===== src/rtl/vc_mem_msg_pkg.sv =====
// Memory message layout, type codes and generator state encoding shared by vc_mem_test_gen.
// Latency: none, definitions only.
// Backpressure: not applicable.
`ifndef VC_MEM_MSG_PKG_SV
`define VC_MEM_MSG_PKG_SV

`define VC_MEM_REQ_MSG_SZ(a,d)          (3+(a)+2+(d))
`define VC_MEM_REQ_MSG_TYPE_FIELD(a,d)  (3+(a)+2+(d)-1):((a)+2+(d))
`define VC_MEM_REQ_MSG_ADDR_FIELD(a,d)  ((a)+2+(d)-1):(2+(d))
`define VC_MEM_REQ_MSG_LEN_FIELD(a,d)   (2+(d)-1):(d)
`define VC_MEM_REQ_MSG_DATA_FIELD(a,d)  ((d)-1):0

`define VC_MEM_RESP_MSG_SZ(d)           (3+2+(d))
`define VC_MEM_RESP_MSG_TYPE_FIELD(d)   (3+2+(d)-1):(2+(d))
`define VC_MEM_RESP_MSG_LEN_FIELD(d)    (2+(d)-1):(d)
`define VC_MEM_RESP_MSG_DATA_FIELD(d)   ((d)-1):0

package vc_mem_msg_pkg;

    localparam logic [2:0] MEM_TYPE_READ   = 3'd0;
    localparam logic [2:0] MEM_TYPE_WRITE  = 3'd1;
    localparam logic [2:0] MEM_TYPE_AMOADD = 3'd2;
    localparam logic [2:0] MEM_TYPE_AMOAND = 3'd3;
    localparam logic [2:0] MEM_TYPE_AMOOR  = 3'd4;

    localparam logic [1:0] MEM_LEN_WORD = 2'd0;

    typedef enum logic [2:0] {
        ST_IDLE = 3'd0,
        ST_WR   = 3'd1,
        ST_AMO  = 3'd2,
        ST_RD   = 3'd3,
        ST_DONE = 3'd4
    } tg_state_t;

    function automatic logic [31:0] pat_word(input logic [31:0] seed, input logic [31:0] idx);
        return seed + idx;
    endfunction

endpackage

`endif


===== src/rtl/vc_mem_test_gen_chk.sv =====
// Response checker: tracks expected response index, compares type/len/data, saturating error count.
// Latency: err_count updates the cycle after the offending response fires.
// Backpressure: none, observes fired responses only.
module vc_mem_test_gen_chk
    import vc_mem_msg_pkg::*;
#(
    parameter int          p_data_sz = 32,
    parameter logic [31:0] p_seed    = 32'h0a0b0c00,
    parameter int          p_idx_sz  = 7
) (
    input  logic                                    clk,
    input  logic                                    reset,
    input  logic                                    clear_all,
    input  logic                                    clear_idx,
    input  logic                                    resp_fire,
    input  logic                                    inflight_zero,
    input  logic [2:0]                              exp_type,
    input  logic                                    check_data,
    input  logic [31:0]                             data_ofs,
    input  logic [`VC_MEM_RESP_MSG_SZ(p_data_sz)-1:0] resp_msg,
    output logic [15:0]                             err_count
);

    logic [p_idx_sz-1:0]  resp_idx;
    logic [2:0]           resp_type;
    logic [1:0]           resp_len;
    logic [p_data_sz-1:0] resp_data;
    logic [p_data_sz-1:0] exp_data;
    logic [1:0]           n_err;
    logic [16:0]          err_sum;

    assign resp_type = resp_msg[`VC_MEM_RESP_MSG_TYPE_FIELD(p_data_sz)];
    assign resp_len  = resp_msg[`VC_MEM_RESP_MSG_LEN_FIELD(p_data_sz)];
    assign resp_data = resp_msg[`VC_MEM_RESP_MSG_DATA_FIELD(p_data_sz)];
    assign exp_data  = p_data_sz'(pat_word(p_seed, 32'(resp_idx)) + data_ofs);

    // An unsolicited response counts once and is not matched against the sweep.
    always_comb begin
        n_err = 2'd0;
        if (resp_fire) begin
            if (inflight_zero) begin
                n_err = 2'd1;
            end else begin
                n_err = 2'(resp_type != exp_type)
                      + 2'(resp_len != MEM_LEN_WORD)
                      + 2'(check_data && (resp_data != exp_data));
            end
        end
    end

    assign err_sum = {1'b0, err_count} + {15'd0, n_err};

    always_ff @(posedge clk) begin
        if (reset || clear_all) begin
            err_count <= '0;
        end else if (err_sum[16]) begin
            err_count <= 16'hffff;
        end else begin
            err_count <= err_sum[15:0];
        end
    end

    always_ff @(posedge clk) begin
        if (reset || clear_all || clear_idx) begin
            resp_idx <= '0;
        end else if (resp_fire && !inflight_zero) begin
            resp_idx <= resp_idx + p_idx_sz'(1);
        end
    end

endmodule


===== src/rtl/vc_mem_test_gen.sv =====
// Write-all / read-back sweep generator for the test memory; AMO phase enabled by VC_MEM_TEST_GEN_AMO_EN.
// Latency: first request the cycle after go is sampled; done the cycle after the last read response.
// Backpressure: request held while memreq_rdy low; at most p_max_inflight requests outstanding.
module vc_mem_test_gen
    import vc_mem_msg_pkg::*;
#(
    parameter int          p_addr_sz      = 16,
    parameter int          p_data_sz      = 32,
    parameter logic [31:0] p_base_addr    = 32'h0,
    parameter int          p_num_words    = 64,
    parameter logic [31:0] p_seed         = 32'h0a0b0c00,
    parameter int          p_max_inflight = 4
) (
    input  logic                                                clk,
    input  logic                                                reset,
    input  logic                                                go,
    output logic                                                memreq_val,
    input  logic                                                memreq_rdy,
    output logic [`VC_MEM_REQ_MSG_SZ(p_addr_sz,p_data_sz)-1:0]  memreq_msg,
    input  logic                                                memresp_val,
    output logic                                                memresp_rdy,
    input  logic [`VC_MEM_RESP_MSG_SZ(p_data_sz)-1:0]           memresp_msg,
    output logic                                                done,
    output logic                                                pass,
    output logic [15:0]                                         err_count
);

    localparam int                IDX_SZ   = $clog2(p_num_words + 1);
    localparam logic [IDX_SZ-1:0] LAST_IDX = IDX_SZ'(p_num_words);
    localparam logic [3:0]        MAX_INF  = 4'(p_max_inflight);
`ifdef VC_MEM_TEST_GEN_AMO_EN
    localparam logic [31:0]       RD_OFS   = 32'd1;
`else
    localparam logic [31:0]       RD_OFS   = 32'd0;
`endif

    tg_state_t            state, state_nxt;
    logic [IDX_SZ-1:0]    req_idx;
    logic [3:0]           inflight, inflight_nxt;
    logic                 in_phase, go_ok, phase_end;
    logic                 req_fire, resp_fire, resp_cnt, resp_dec;
    logic [2:0]           phase_type;
    logic                 check_data;
    logic [31:0]          data_ofs;
    logic [p_addr_sz-1:0] req_addr;
    logic [p_data_sz-1:0] req_data;

    assign in_phase    = (state == ST_WR) || (state == ST_AMO) || (state == ST_RD);
    assign go_ok       = go && ((state == ST_IDLE) || (state == ST_DONE));
    assign memreq_val  = in_phase && (req_idx < LAST_IDX) && (inflight < MAX_INF);
    // Ready is forced low while reset is held; IDLE then sinks stale responses.
    assign memresp_rdy = !reset && (state != ST_DONE);
    assign req_fire    = memreq_val && memreq_rdy;
    assign resp_fire   = memresp_val && memresp_rdy;
    assign resp_cnt    = resp_fire && in_phase;
    assign resp_dec    = resp_cnt && (inflight != 4'd0);

    always_comb begin
        inflight_nxt = inflight;
        if (req_fire && !resp_dec) begin
            inflight_nxt = inflight + 4'd1;
        end else if (!req_fire && resp_dec) begin
            inflight_nxt = inflight - 4'd1;
        end
    end

    // A phase ends when every request has issued and its response has fired.
    assign phase_end = in_phase && (req_idx == LAST_IDX) && (inflight_nxt == 4'd0);

    always_ff @(posedge clk) begin
        if (reset) begin
            state <= ST_IDLE;
        end else begin
            state <= state_nxt;
        end
    end

    always_comb begin
        state_nxt = state;
        case (state)
            ST_IDLE, ST_DONE: if (go) state_nxt = ST_WR;
`ifdef VC_MEM_TEST_GEN_AMO_EN
            ST_WR:            if (phase_end) state_nxt = ST_AMO;
            ST_AMO:           if (phase_end) state_nxt = ST_RD;
`else
            ST_WR:            if (phase_end) state_nxt = ST_RD;
`endif
            ST_RD:            if (phase_end) state_nxt = ST_DONE;
            default:          state_nxt = ST_IDLE;
        endcase
    end

    always_comb begin
        phase_type = MEM_TYPE_READ;
        req_data   = '0;
        check_data = 1'b0;
        data_ofs   = '0;
        case (state)
            ST_WR: begin
                phase_type = MEM_TYPE_WRITE;
                req_data   = p_data_sz'(pat_word(p_seed, 32'(req_idx)));
            end
            ST_AMO: begin
                phase_type = MEM_TYPE_AMOADD;
                req_data   = p_data_sz'(1);
                check_data = 1'b1;
            end
            ST_RD: begin
                check_data = 1'b1;
                data_ofs   = RD_OFS;
            end
            default: ;
        endcase
    end

    assign req_addr   = p_addr_sz'(p_base_addr + (32'(req_idx) << 2));
    assign memreq_msg = {phase_type, req_addr, MEM_LEN_WORD, req_data};

    always_ff @(posedge clk) begin
        if (reset) begin
            req_idx  <= '0;
            inflight <= '0;
        end else if (go_ok || phase_end) begin
            req_idx  <= '0;
            inflight <= '0;
        end else begin
            if (req_fire) req_idx <= req_idx + IDX_SZ'(1);
            inflight <= inflight_nxt;
        end
    end

    vc_mem_test_gen_chk #(
        .p_data_sz (p_data_sz),
        .p_seed    (p_seed),
        .p_idx_sz  (IDX_SZ)
    ) u_chk (
        .clk           (clk),
        .reset         (reset),
        .clear_all     (go_ok),
        .clear_idx     (phase_end),
        .resp_fire     (resp_cnt),
        .inflight_zero (inflight == 4'd0),
        .exp_type      (phase_type),
        .check_data    (check_data),
        .data_ofs      (data_ofs),
        .resp_msg      (memresp_msg),
        .err_count     (err_count)
    );

    assign done = (state == ST_DONE);
    assign pass = done && (err_count == 16'd0);

endmodule


===== config.mk =====
export PLATFORM = sky130hd
export DESIGN_NAME = vc_mem_test_gen
export DESIGN_NICKNAME = d
export VERILOG_FILES = /design/src/rtl/vc_mem_msg_pkg.sv /design/src/rtl/vc_mem_test_gen_chk.sv /design/src/rtl/vc_mem_test_gen.sv
export SDC_FILE = /design/constraint.sdc
export NUM_CORES = 1
export LEC_CHECK = 0
export ABC_AREA = 1
export BUFFER_PORTS_ARGS = -buffer_cell sky130_fd_sc_hd__buf_2
export CAP_MARGIN = 10
export CORE_MARGIN = 3
export CORE_UTILIZATION = 25
export CTS_BUF_LIST = sky130_fd_sc_hd__clkbuf_8
export CTS_CLUSTER_DIAMETER = 200
export DETAILED_ROUTE_END_ITERATION = 10
export PLACE_DENSITY = 0.59
export SLEW_MARGIN = 20
export SYNTH_ARGS = -nofsm -noshare
export SYNTH_HDL_FRONTEND = slang
export SYNTH_SLANG_ARGS = --single-unit
export TNS_END_PERCENT = 10

===== constraint.sdc =====
create_clock -name clk -period 4.15 [get_ports clk]
set_clock_uncertainty 0.1 [all_clocks]
set_input_delay 0 -clock clk [delete_from_list [all_inputs] [get_ports clk]]
set_output_delay 0 -clock clk [all_outputs]
set_load 0.03 [all_outputs]

==> reports/qor.csv <==
metric,value,unit
status,"finished, final reports clean",
cts_htree_levels,2,
leakagePower,1.499,nW
cp-startpoint,u_chk.resp_idx[0],
peakVddDrop,116.5,µV
ys_warn_count,0,
min_from,go,
hold_path.class,input pin to register,
grt_pass1_vias,2172,
maxCapViolCount,0,
die_w,107.9,µm
syn_area_per_cell,7.338,µm²
ys_top_cells_by_area,"dfxtp_1 29%, buf_4 11%, inv_1 7.1%",
drtIter0Drc,96,
async_flop_share,0,%
wl_per_cell,11.15,µm
die_area,0.01165,mm²
reg2regPathDepth,18,
synthesis.instances,354,
pre_cts_ws,0.09469,ns
post-route-min-period,3.811,ns
synth_cell_types,36,
tritoncts,built,
max_freq,0.2624,GHz
root_buffer,clkbuf_8,
num_vias,2397,
via_per_inst,4.198,
drt-pass1-iter-count,4,
final_net_count,488,
io_pins,115,
syn2layout_area_growth,21.53,%
yosysSeqAreaShare,28.52,%
port_buffers,84,
grt_usage,10.56,%
overflow,0,
rr_startpoint,u_chk.resp_idx[0],
grt_antenna_before_repair,0,
grt_pass1_wl,10.09,mm
cts_buffer_depth,2,
syn-cell-area,0.002597,mm²
final.fill_count,1092,
yosys.area.top_type,dfxtp_1,
synth_ff_type,dfxtp_1,
setup_viol,0,
synth-edff-count,0,
worst_slew_pin_slew,0.7439,ns
rsz0062_at_grt,no,
finalWirelength,6.368,mm
final_cells,571,
critPathRequiredTime,4.28,ns
slew_headroom,50.41,%
crit_fanout,5,
grt_max_degree,18,
path_class,register to register,
dp_hpwl,5.126,mm
cts_setup_buffers,0,
drive_gt1_share,31.05,%
synth_most_common_cell,inv_1,
power.density,312.9,mW/mm²
tns,0,ns
critPathLaunchType,register,
drc,0,
initial_utilization,26.09,%
cp_data_arrival_time,3.94,ns
clk_latency,0.29,ns
yosysTopAreaCellShare,28.52,%
critPathCaptureType,register,
rows,36,
clock_sinks,37,
ant_nets,0,
dp.cells,561,
num_antenna_cells,0,
cts.clk_slew.worst_paths,0.08,ns
placeableCoreArea,0.009955,mm²
gp_congestion,0.8235,
worst_slack,0.3386,ns
fp.dieH,107.9,µm
hold_viol,0,
finalCritPeriodShare,91.84,%
cts_buffers,5,
synth_top_cells_by_count,"49 x inv_1, 38 x buf_4, 37 x dfxtp_1, 37 x nor2_1, 35 x nand2_1",
whs_path_depth,4,
finalMaxSlewViolations,0,
ys_ff_latch,37,
-- stage by stage --
step / hold WS, ns / total power, mW / utilization [%] / cell area (µm²)
CTS: 0.01084 / 0.9975 / 31.17 / 3103
global route: 0.04616 / 1.060 / 31.71 / 3157
global placement: 0.1839 / 0.7425 / 30.14 / 3000
finish: 0.02050 / 0.9879 / 31.71 / 3157
floorplan: -0.03093 / 0.7011 / - / 2706
detailed placement: 0.1782 / 0.7459 / 30.14 / 3000
-- layout by cell type (no fill, tap or decap), types with 2 or more instances in the layout --
master / n
fa_1: 2
clkinv_2: 2
dfxtp_1: 37
inv_2: 3
dlygate4sd3_1: 2
nor3_1: 12
a21oi_2: 4
nand4_1: 10
nor4_1: 9
nand2_2: 5
nor4_2: 2
a21oi_1: 20
xnor2_1: 4
or2_2: 3
buf_2: 84
nor3_4: 2
nand2_4: 2
nor2_2: 8
nand3_2: 6
nand2_1: 34
o21ai_1: 3
ha_1: 7
nor2_4: 3
nand3_1: 21
nor2_1: 35
o21ai_0: 3
conb_1: 30
o21ai_2: 2
inv_1: 50
clkbuf_8: 5
xor2_1: 19
-- state kept, by name, summed over array words and instances, names as in the netlist --
register and flops:
u_chk.err_count 16, req_idx 7, u_chk.resp_idx 7, inflight 4, state 3
-- path summary, 6_finish.rpt --
check | slack [ns] | to
max reg2reg | 0.34 | u_chk.err_count[11]
max | 0.34 | u_chk.err_count[11]
min reg2reg | 0.41 | req_idx[0]
min | 0.02 | state[2]
-- cell type report --
class / instances / area (µm²) / area share [%]
multi-input combinational: 253 / 1520 / 48.16
sequential: 37 / 740.7 / 23.46
timing repair buffer: 87 / 447.9 / 14.19
inverter: 53 / 198.9 / 6.302
tap: 133 / 166.4 / 5.272
clock buffer: 5 / 68.82 / 2.180
clock inverter: 3 / 13.76 / 0.4360
-- kinds of logic (layout without fill, tap and decap cells) --
logic type,count (synthesis),count (layout),synth area share (%)
buf+inv,93,148,19.22
flops,37,37,28.52
other cells,1,30,0.1444
xor+xnor,23,23,7.755
fa+ha+maj,9,9,4.913
simple gates,156,156,31.89
compound gates,35,35,7.563
-- timing repair --
| action | CTS | global route |
|---|---|---|
| gates resized for setup | 0 | 12 |
| hold buffers | 2 | 0 |
| endpoints found under the hold margin | 5 | 0 |
| setup endpoints to repair | 0 | 16 |
-- routing by layer --
layer / routed length (µm) / global-route usage, % / part of all wire (%)
met4: 44 / 2.525 / 0.69
met1: 2880 / 13.65 / 45
met5: 0 / 0 / 0
met2: 3026 / 17.76 / 48
met3: 416 / 2.567 / 6.5
-- where the power goes --
part	internal [mW]	switching [mW]	total, mW
combinational	0.102	0.263	0.364
clock	0.114	0.129	0.243
sequential	0.367	0.0136	0.380
total	0.582	0.406	0.988
-- critical path, stage by stage (launching register included) --
cell and delay, ns:
dfxtp_1 0.37, xor2_1 0.18, nor4_2 0.31, nand4_1 0.18, o21ai_2 0.17, fa_1 0.42
a21oi_2 0.16, ha_1 0.20, inv_1 0.06, fa_1 0.41, nor2_2 0.17, nand3_2 0.12
nor3_4 0.18, nand2_1 0.10, inv_1 0.10, nand4_4 0.12, nor3_4 0.24, o21ai_1 0.09
inv_1 0.07
No activity file was read; power rests on OpenSTA's default activity.
